## config.mk

```make
export PLATFORM = sky130hd
export DESIGN_NAME = spi_regfile_periph
export DESIGN_NICKNAME = d
export VERILOG_FILES = /design/src/rtl/spi_regfile_periph.sv
export SDC_FILE = /design/constraint.sdc
export NUM_CORES = 1
export LEC_CHECK = 0
export ABC_AREA = 1
export CAP_MARGIN = 20
export CELL_PAD_IN_SITES_DETAIL_PLACEMENT = 0
export CELL_PAD_IN_SITES_GLOBAL_PLACEMENT = 2
export CORE_MARGIN = 1
export CORE_UTILIZATION = 36
export CTS_CLUSTER_SIZE = 12
export DETAILED_ROUTE_END_ITERATION = 8
export GPL_TIMING_DRIVEN = 0
export PLACE_DENSITY_LB_ADDON = 0.12
export SLEW_MARGIN = 20
export SYNTH_ARGS = -nofsm -noshare
export SYNTH_HDL_FRONTEND = slang
export SYNTH_SLANG_ARGS = --single-unit
```

## constraint.sdc

```tcl
create_clock -name clk -period 3.58 [get_ports clk]
set_input_delay 0.716 -clock clk [delete_from_list [all_inputs] [get_ports clk]]
set_output_delay 0.716 -clock clk [all_outputs]
set_load 0.01 [all_outputs]
```

## src/rtl/spi_regfile_periph.sv

```systemverilog
// spi_regfile_periph: SPI mode-0 peripheral exposing a small register file.
// Frame (MSB first): [R/W (1=write)][address][data]; all SPI pins are
// synchronized into clk before use.
// Optional feature macro: SPI_READBACK_EN (read frames return register data on CIPO).
module spi_regfile_periph #(
    parameter int unsigned ADDR_W      = 7,
    parameter int unsigned DATA_W      = 8,
    parameter int unsigned NUM_REGS    = 5,
    parameter int unsigned SYNC_STAGES = 2
) (
    input  logic                       clk,
    input  logic                       rst_n,
    input  logic                       nCS,
    input  logic                       SCLK,
    input  logic                       COPI,
    output logic                       CIPO,
    output logic                       CIPO_oe,
    output logic [NUM_REGS*DATA_W-1:0] regs_flat,
    output logic                       wr_strobe,
    output logic [ADDR_W-1:0]          wr_addr,
    output logic                       frame_err
);
    localparam int unsigned FRAME_BITS = 1 + ADDR_W + DATA_W;
    localparam int unsigned HDR_BITS   = 1 + ADDR_W;
    localparam int unsigned CNT_W      = $clog2(FRAME_BITS + 2);

    typedef enum logic [1:0] {ST_IDLE, ST_SHIFT, ST_COMMIT} state_e;

    state_e                 state_q, state_d;
    logic [SYNC_STAGES-1:0] ncs_sync_q, sclk_sync_q, copi_sync_q;
    logic                   ncs_prev_q, sclk_prev_q;
    logic                   ncs_s, sclk_s, copi_s;
    logic                   ncs_rise, ncs_fall, sclk_rise, sclk_fall;
    logic                   clr, shift_en, commit, tx_shift;
    logic [CNT_W-1:0]       cnt_q, cnt_d;
    logic [FRAME_BITS-1:0]  rx_q, rx_d;
    logic                   rw;
    logic [ADDR_W-1:0]      addr;
    logic [DATA_W-1:0]      data;
    logic                   len_ok, addr_ok, wr_en, err;
    logic [DATA_W-1:0]      regs_q [NUM_REGS];
    logic                   wr_strobe_q, frame_err_q, cipo_q, cipo_oe_q;
    logic                   cipo_d;
    logic [ADDR_W-1:0]      wr_addr_q, wr_addr_d;

    // Input synchronizers plus one extra stage for edge detection
    always_ff @(posedge clk or negedge rst_n) begin
        if (!rst_n) begin
            ncs_sync_q  <= '1;
            sclk_sync_q <= '0;
            copi_sync_q <= '0;
            ncs_prev_q  <= 1'b1;
            sclk_prev_q <= 1'b0;
        end else begin
            ncs_sync_q  <= {ncs_sync_q[SYNC_STAGES-2:0], nCS};
            sclk_sync_q <= {sclk_sync_q[SYNC_STAGES-2:0], SCLK};
            copi_sync_q <= {copi_sync_q[SYNC_STAGES-2:0], COPI};
            ncs_prev_q  <= ncs_s;
            sclk_prev_q <= sclk_s;
        end
    end

    assign ncs_s     = ncs_sync_q[SYNC_STAGES-1];
    assign sclk_s    = sclk_sync_q[SYNC_STAGES-1];
    assign copi_s    = copi_sync_q[SYNC_STAGES-1];
    assign ncs_rise  = ~ncs_prev_q & ncs_s;
    assign ncs_fall  = ncs_prev_q & ~ncs_s;
    assign sclk_rise = ~sclk_prev_q & sclk_s;
    assign sclk_fall = sclk_prev_q & ~sclk_s;

    // FSM state register
    always_ff @(posedge clk or negedge rst_n) begin
        if (!rst_n) state_q <= ST_IDLE;
        else        state_q <= state_d;
    end

    // FSM next state; a chip-select fall seen during COMMIT goes straight to SHIFT
    always_comb begin
        state_d = state_q;
        case (state_q)
            ST_IDLE:   if (ncs_fall) state_d = ST_SHIFT;
            ST_SHIFT:  if (ncs_rise) state_d = ST_COMMIT;
            ST_COMMIT: state_d = ncs_fall ? ST_SHIFT : ST_IDLE;
            default:   state_d = ST_IDLE;
        endcase
    end

    // FSM outputs; SCLK edges coinciding with the chip-select rise are dropped
    always_comb begin
        clr      = 1'b0;
        shift_en = 1'b0;
        commit   = 1'b0;
        tx_shift = 1'b0;
        case (state_q)
            ST_IDLE, ST_COMMIT: clr = ncs_fall;
            ST_SHIFT: begin
                shift_en = sclk_rise & ~ncs_rise;
                commit   = ncs_rise;
                // hold the freshly loaded MSB through the falling edge of the last header bit
                tx_shift = sclk_fall & ~ncs_rise & (cnt_q > CNT_W'(HDR_BITS));
            end
            default: ;
        endcase
    end

    assign rw      = rx_q[FRAME_BITS-1];
    assign addr    = rx_q[FRAME_BITS-2 -: ADDR_W];
    assign data    = rx_q[DATA_W-1:0];
    assign len_ok  = (cnt_q == CNT_W'(FRAME_BITS));
    assign addr_ok = ({1'b0, addr} < (ADDR_W+1)'(NUM_REGS));
    assign wr_en   = commit & len_ok & rw & addr_ok;
    assign err     = commit & (~len_ok | (rw & ~addr_ok));

    // Receive shift register, saturating bit counter and write-address hold
    always_comb begin
        cnt_d     = cnt_q;
        rx_d      = rx_q;
        wr_addr_d = wr_addr_q;
        if (clr) begin
            cnt_d = '0;
            rx_d  = '0;
        end else if (shift_en) begin
            rx_d = {rx_q[FRAME_BITS-2:0], copi_s};
            if (cnt_q != CNT_W'(FRAME_BITS + 1)) cnt_d = cnt_q + CNT_W'(1);
        end
        if (wr_en) wr_addr_d = addr;
    end

`ifdef SPI_READBACK_EN
    logic [DATA_W-1:0] tx_q, tx_d, rd_data;

    // Transmit path: load addressed register once the header is complete on a read
    always_comb begin
        rd_data = '0;
        for (int unsigned k = 0; k < NUM_REGS; k++) begin
            if (rx_d[ADDR_W-1:0] == ADDR_W'(k)) rd_data = regs_q[k];
        end
        tx_d = tx_q;
        if (clr) begin
            tx_d = '0;
        end else if (shift_en && cnt_q == CNT_W'(HDR_BITS - 1)) begin
            if (!rx_d[ADDR_W]) tx_d = rd_data;
        end else if (tx_shift) begin
            tx_d = {tx_q[DATA_W-2:0], 1'b0};
        end
        cipo_d = tx_d[DATA_W-1] & ~ncs_s;
    end

    // Transmit shift register
    always_ff @(posedge clk or negedge rst_n) begin
        if (!rst_n) tx_q <= '0;
        else        tx_q <= tx_d;
    end
`else
    // No readback: CIPO stays low
    always_comb begin
        cipo_d = 1'b0;
    end
`endif

    // Datapath and output registers
    always_ff @(posedge clk or negedge rst_n) begin
        if (!rst_n) begin
            cnt_q       <= '0;
            rx_q        <= '0;
            wr_strobe_q <= 1'b0;
            frame_err_q <= 1'b0;
            wr_addr_q   <= '0;
            cipo_q      <= 1'b0;
            cipo_oe_q   <= 1'b0;
        end else begin
            cnt_q       <= cnt_d;
            rx_q        <= rx_d;
            wr_strobe_q <= wr_en;
            frame_err_q <= err;
            wr_addr_q   <= wr_addr_d;
            cipo_q      <= cipo_d;
            cipo_oe_q   <= ~ncs_s;
        end
    end

    // Register file
    always_ff @(posedge clk or negedge rst_n) begin
        if (!rst_n) begin
            for (int unsigned k = 0; k < NUM_REGS; k++) regs_q[k] <= '0;
        end else begin
            for (int unsigned k = 0; k < NUM_REGS; k++) begin
                if (wr_en && addr == ADDR_W'(k)) regs_q[k] <= data;
            end
        end
    end

    for (genvar k = 0; k < NUM_REGS; k++) begin : g_flat
        assign regs_flat[k*DATA_W +: DATA_W] = regs_q[k];
    end

    assign wr_strobe = wr_strobe_q;
    assign frame_err = frame_err_q;
    assign wr_addr   = wr_addr_q;
    assign CIPO      = cipo_q;
    assign CIPO_oe   = cipo_oe_q;

endmodule
```

### After elaboration in Yosys (flattened, before gate mapping)

Cells that the tools add are included.

* bits in registers: 81

* add/subtract/negate cells: 1
* magnitude comparators: 1
* equality and inequality tests: 10
* multiplexer cells: 12
* bitwise gates (word level): 16
* reduce and logical (&&, ||, !) cells: 12

Operator list (number)
* 2-to-1 mux 16 bit: 2
* 2-to-1 mux 5 bit: 3
* equality test 7 x 2 -> 1 bit, second input constant: 2
* bitwise AND 1 bit: 9
* equality test 7 x 1 -> 1 bit, second input constant: 1
* equality test 7 x 3 -> 1 bit, second input constant: 1
* logical NOT 7 bit: 1
* less-than comparator 7 x 3 -> 1 bit, second input constant: 1
* inverter 1 bit: 6
* case mux 2 bit (3 select lines): 1
* adder 5 x 1 -> 5 bit, second input constant: 1
* equality test 5 bit, second input constant: 1
* logical AND 1 bit: 5
* != test 5 bit, second input constant: 1
* 2-to-1 mux 1 bit: 4
* 2-to-1 mux 2 bit: 2
* != test 2 bit, second input constant: 2
* AND reduction 2 bit: 2
* nonzero test 2 bit: 2
* equality test 2 x 1 -> 1 bit, second input constant: 1
* equality test 2 bit, second input constant: 1
* logical NOT 2 bit: 1
* OR reduction 2 bit: 1
* OR 1 bit: 1

### Depth between registers and ports, before layout

* depth after elaboration: 7
* depth in mapped cells: 10

### Worst setup path before layout

No wires, ideal clock.

* kind: register to register
* from: register cnt_q[0]
* to: register regs_q (netlist bit regs_flat[32])
* setup time: 0.117 ns
* arrival: 1.349 ns
* data required time: 3.463 ns
* setup slack: 2.113 ns
* stages on the path, launching flop included: 11
* buffers on the path: 1
* clock period less this slack: 1.467 ns
* cells stage by stage: dfrtp_1 -> inv_1 -> ha_1 -> nand2_2 -> nor2_4 -> nand2_2 -> nor2_4 -> buf_12 -> nand3_4 -> nand2_1 -> nand2_1

* cells in the longest elaborated chain, start to end: 5

Ends and longest elaborated chain
* from (decl): line 35 `logic [CNT_W-1:0] cnt_q, cnt_d;`
* from (signal assigned): line 172 `cnt_q <= cnt_d;`
* equality test 5 bit: line 109 `assign len_ok = (cnt_q == CNT_W'(FRAME_BITS));`
* bitwise AND 1 bit (3 in series): line 111 `assign wr_en = commit & len_ok & rw & addr_ok;`
* logical AND 1 bit: line 188 `if (wr_en && addr == ADDR_W'(k)) regs_q[k] <= data;`
* to (signal, indexed assignment): line 188
* to (decl): line 41 `logic [DATA_W-1:0] regs_q [NUM_REGS];`

Every way passes these cells.
A chain may end at the register's enable or synchronous reset.

### Final worst setup path

* from: register regs_q (netlist bit regs_flat[11])
* to: output regs_flat[11]

RTL lines
* to (decl): line 18 `output logic [NUM_REGS*DATA_W-1:0] regs_flat,`

No word-level cell between the ends.

==> metrics.txt <==
# DRC 0; Final Util 47.3%; layout cells sized above 1 12.8%; cell taking the most area after synthesis dfrtp_1; initial antenna violation count 0; worst hold path class in -> async; synth top area cells dfrtp_1, nand2_1, nand4_1; CORE AREA 9330 sq um; count of cell types in the netlist 27; top cell type's share of synthesized area 55.9%; relative slew slack 65.9%; Buf+Inv Stages, Crit Path 1; Iteration-0 DRC Markers 103; PnR Total Power 0.00221 W; die area 10,100 sq um; Mapped Cells 359; required time of the critical path 2860 ps; critical path class reg -> out; sequential cell area fraction in the yosys report 58.2%; worst slack at placement 1890 ps; CTS tree built; # IOs 56; routed vias 2,661; Critical-path top delay cell clkdlybuf4s50_1; dpl hpwl 5.44 mm; worst slew pin tran 512 ps; Synth Cell Area 3490 sq um; CP max FO 2; arrival time worst endpoint 1270 ps; worst hold margin 330 ps; Initial Util 37.4%; Clock Latency Late Sink 350 ps; Layout area overhead 26.5%; Yosys reg bits 81; Die Span Y 100 um; H-Tree Depth 3; Slew Viols, Final 0; Largest delay share family, worst path buffers and inverters; Power Density 501 nW/um^2; placed inst area 4220 sq um; clock sink count 81; post-DR wirelength/cell 14.2 um; CTS hold repair buffers 0; Port-buffer cells 54; Static Leakage 2.08 nW; vias in the first global route 2,605; Rows 35; GRT Total Usage 17.6%; pin count of the biggest net entering global routing 46; Period Utilization, post-route 55.4%; worst IR drop on VDD 226 uV; Final Skew 13.0 ps; Avg Inst Size Synth 9.72 sq um; status complete, no violations; Worst-path clk slew 90 ps; number of diodes 0; Nets 433; total CTS buffers 9; RSZ-0062 raised after global routing no; Critical Path Max Stage Delay 540 ps; Routed Antenna Nets 0; critical-path cell list clkdlybuf4s50_1; Worst Setup Start Kind flop; post-CTS sizing 0; fmax 504 MHz; Reg2Reg Setup Slack 1870 ps; global-route wire length before repair 13.5 mm; minimum clock period 1980 ps; Routed WL 7.93 mm; CTS root buffer clkbuf_8; synth warn 0; DR pass1 iterations 4; crit path capture type primary output; Max Root-Sink Buffers 2; vias per inst 4.76; MaxCap Viol Count 0; design area 4410 sq um; Setup Viol. Count Final 0; Post-CTS Setup Repair Bufs 0; die span in x 100 um; worst setup margin 1600 ps; Syn Nets 367; total congestion overflow 0; routability cong. 0.778; Final Hold Viols 0
==> sequential cells by signal, indices dropped and copies added, names as in the netlist <==
name / flops
CIPO_oe: 1
cnt_q: 5
copi_sync_q: 2
frame_err: 1
ncs_prev_q: 1
ncs_sync_q: 2
regs_flat: 40
rx_q: 16
sclk_prev_q: 1
sclk_sync_q: 2
state_q: 2
wr_addr: 7
wr_strobe: 1
==> cells by family after synthesis <==
kind of cell / share of synthesized area [%]
AO/OA/AOI/OAI: 3.91
flip-flops: 58.2
adder cells (fa/ha/maj): 1.08
AND/OR/NAND/NOR: 28.6
other: 0.107
XOR/XNOR: 0.753
buffers and inverters: 7.31
==> final cells by class <==
| type | instances | area (sq um) |
|---|---|---|
| multi-input cells | 230 | 1200 |
| fillers | 923 | 4910 |
| repair buffers | 55 | 566 |
| plain buffers | 15 | 131 |
| clock buffers | 11 | 141 |
| inverters | 33 | 124 |
| flip-flops and latches | 81 | 2030 |
| clock inverters | 5 | 55.1 |
| well taps | 129 | 161 |
==> cells in the mapped netlist (all sizes together) <==
cell type / n
xnor2: 1
buf: 11
dfstp: 3
nand2: 107
inv: 33
o21ai: 25
ha: 3
a21boi: 1
conb: 1
dfrtp: 78
nand3: 27
nand4: 41
xor2: 2
nor2: 21
clkbuf: 4
nor3: 1
==> metal layers <==
metal / up-vias / GRT usage [%] / wire length, um / share of wire [%]
li1: 1318 / - / - / -
met2: 54 / 26.1 / 3520 / 44
met4: 0 / 7.02 / 72 / 0.91
met1: 1282 / 25.5 / 4040 / 51
met3: 7 / 2.84 / 293 / 3.7
met5: - / 0 / 0 / 0
==> stage by stage <==
| step | instances | setup TNS [ps] |
|---|---|---|
| 4_1_cts | 559 | 0 |
| 2_1_floorplan | 359 | 0 |
| 3_3_place_gp | 542 | -92850 |
| 5_1_grt | 559 | 0 |
| 6_report | 559 | 0 |
| 3_5_place_dp | 543 | 0 |
==> cells in the final DEF (no fill, tap or decap), types with 4 or more instances in the layout <==
cell type and n:
clkdlybuf4s50_1 53, buf_6 7, nand3_4 4, dfrtp_1 78
nand4_1 41, o21ai_0 13, nand2_2 4, clkbuf_1 5
inv_1 31, nor2_4 5, nand2_1 103, nor2_1 10
o21ai_1 11, nand3_1 21, clkbuf_8 10, nor2_2 6
==> power by group <==
part | total (W) | internal, W | switching [W]
clock network | 0.000672 | 0.000339 | 0.000333
logic | 0.000397 | 0.000123 | 0.000274
registers | 0.00114 | 0.000989 | 0.000153
total | 0.00221 | 0.00145 | 0.000760
==> worst paths after layout <==
kind	start	end	cells past startpoint
worst max-delay path	regs_flat[11]	regs_flat[11]	1
worst min-delay path	rst_n	wr_addr[4]	1
worst max register to register	cnt_q[0]	regs_flat[5]	10
worst min register to register	copi_sync_q[0]	copi_sync_q[1]	0
max in group asynchronous	rst_n	regs_flat[23]	2
min in group clk	copi_sync_q[0]	copi_sync_q[1]	0
No activity file was read; power rests on OpenSTA's default activity.
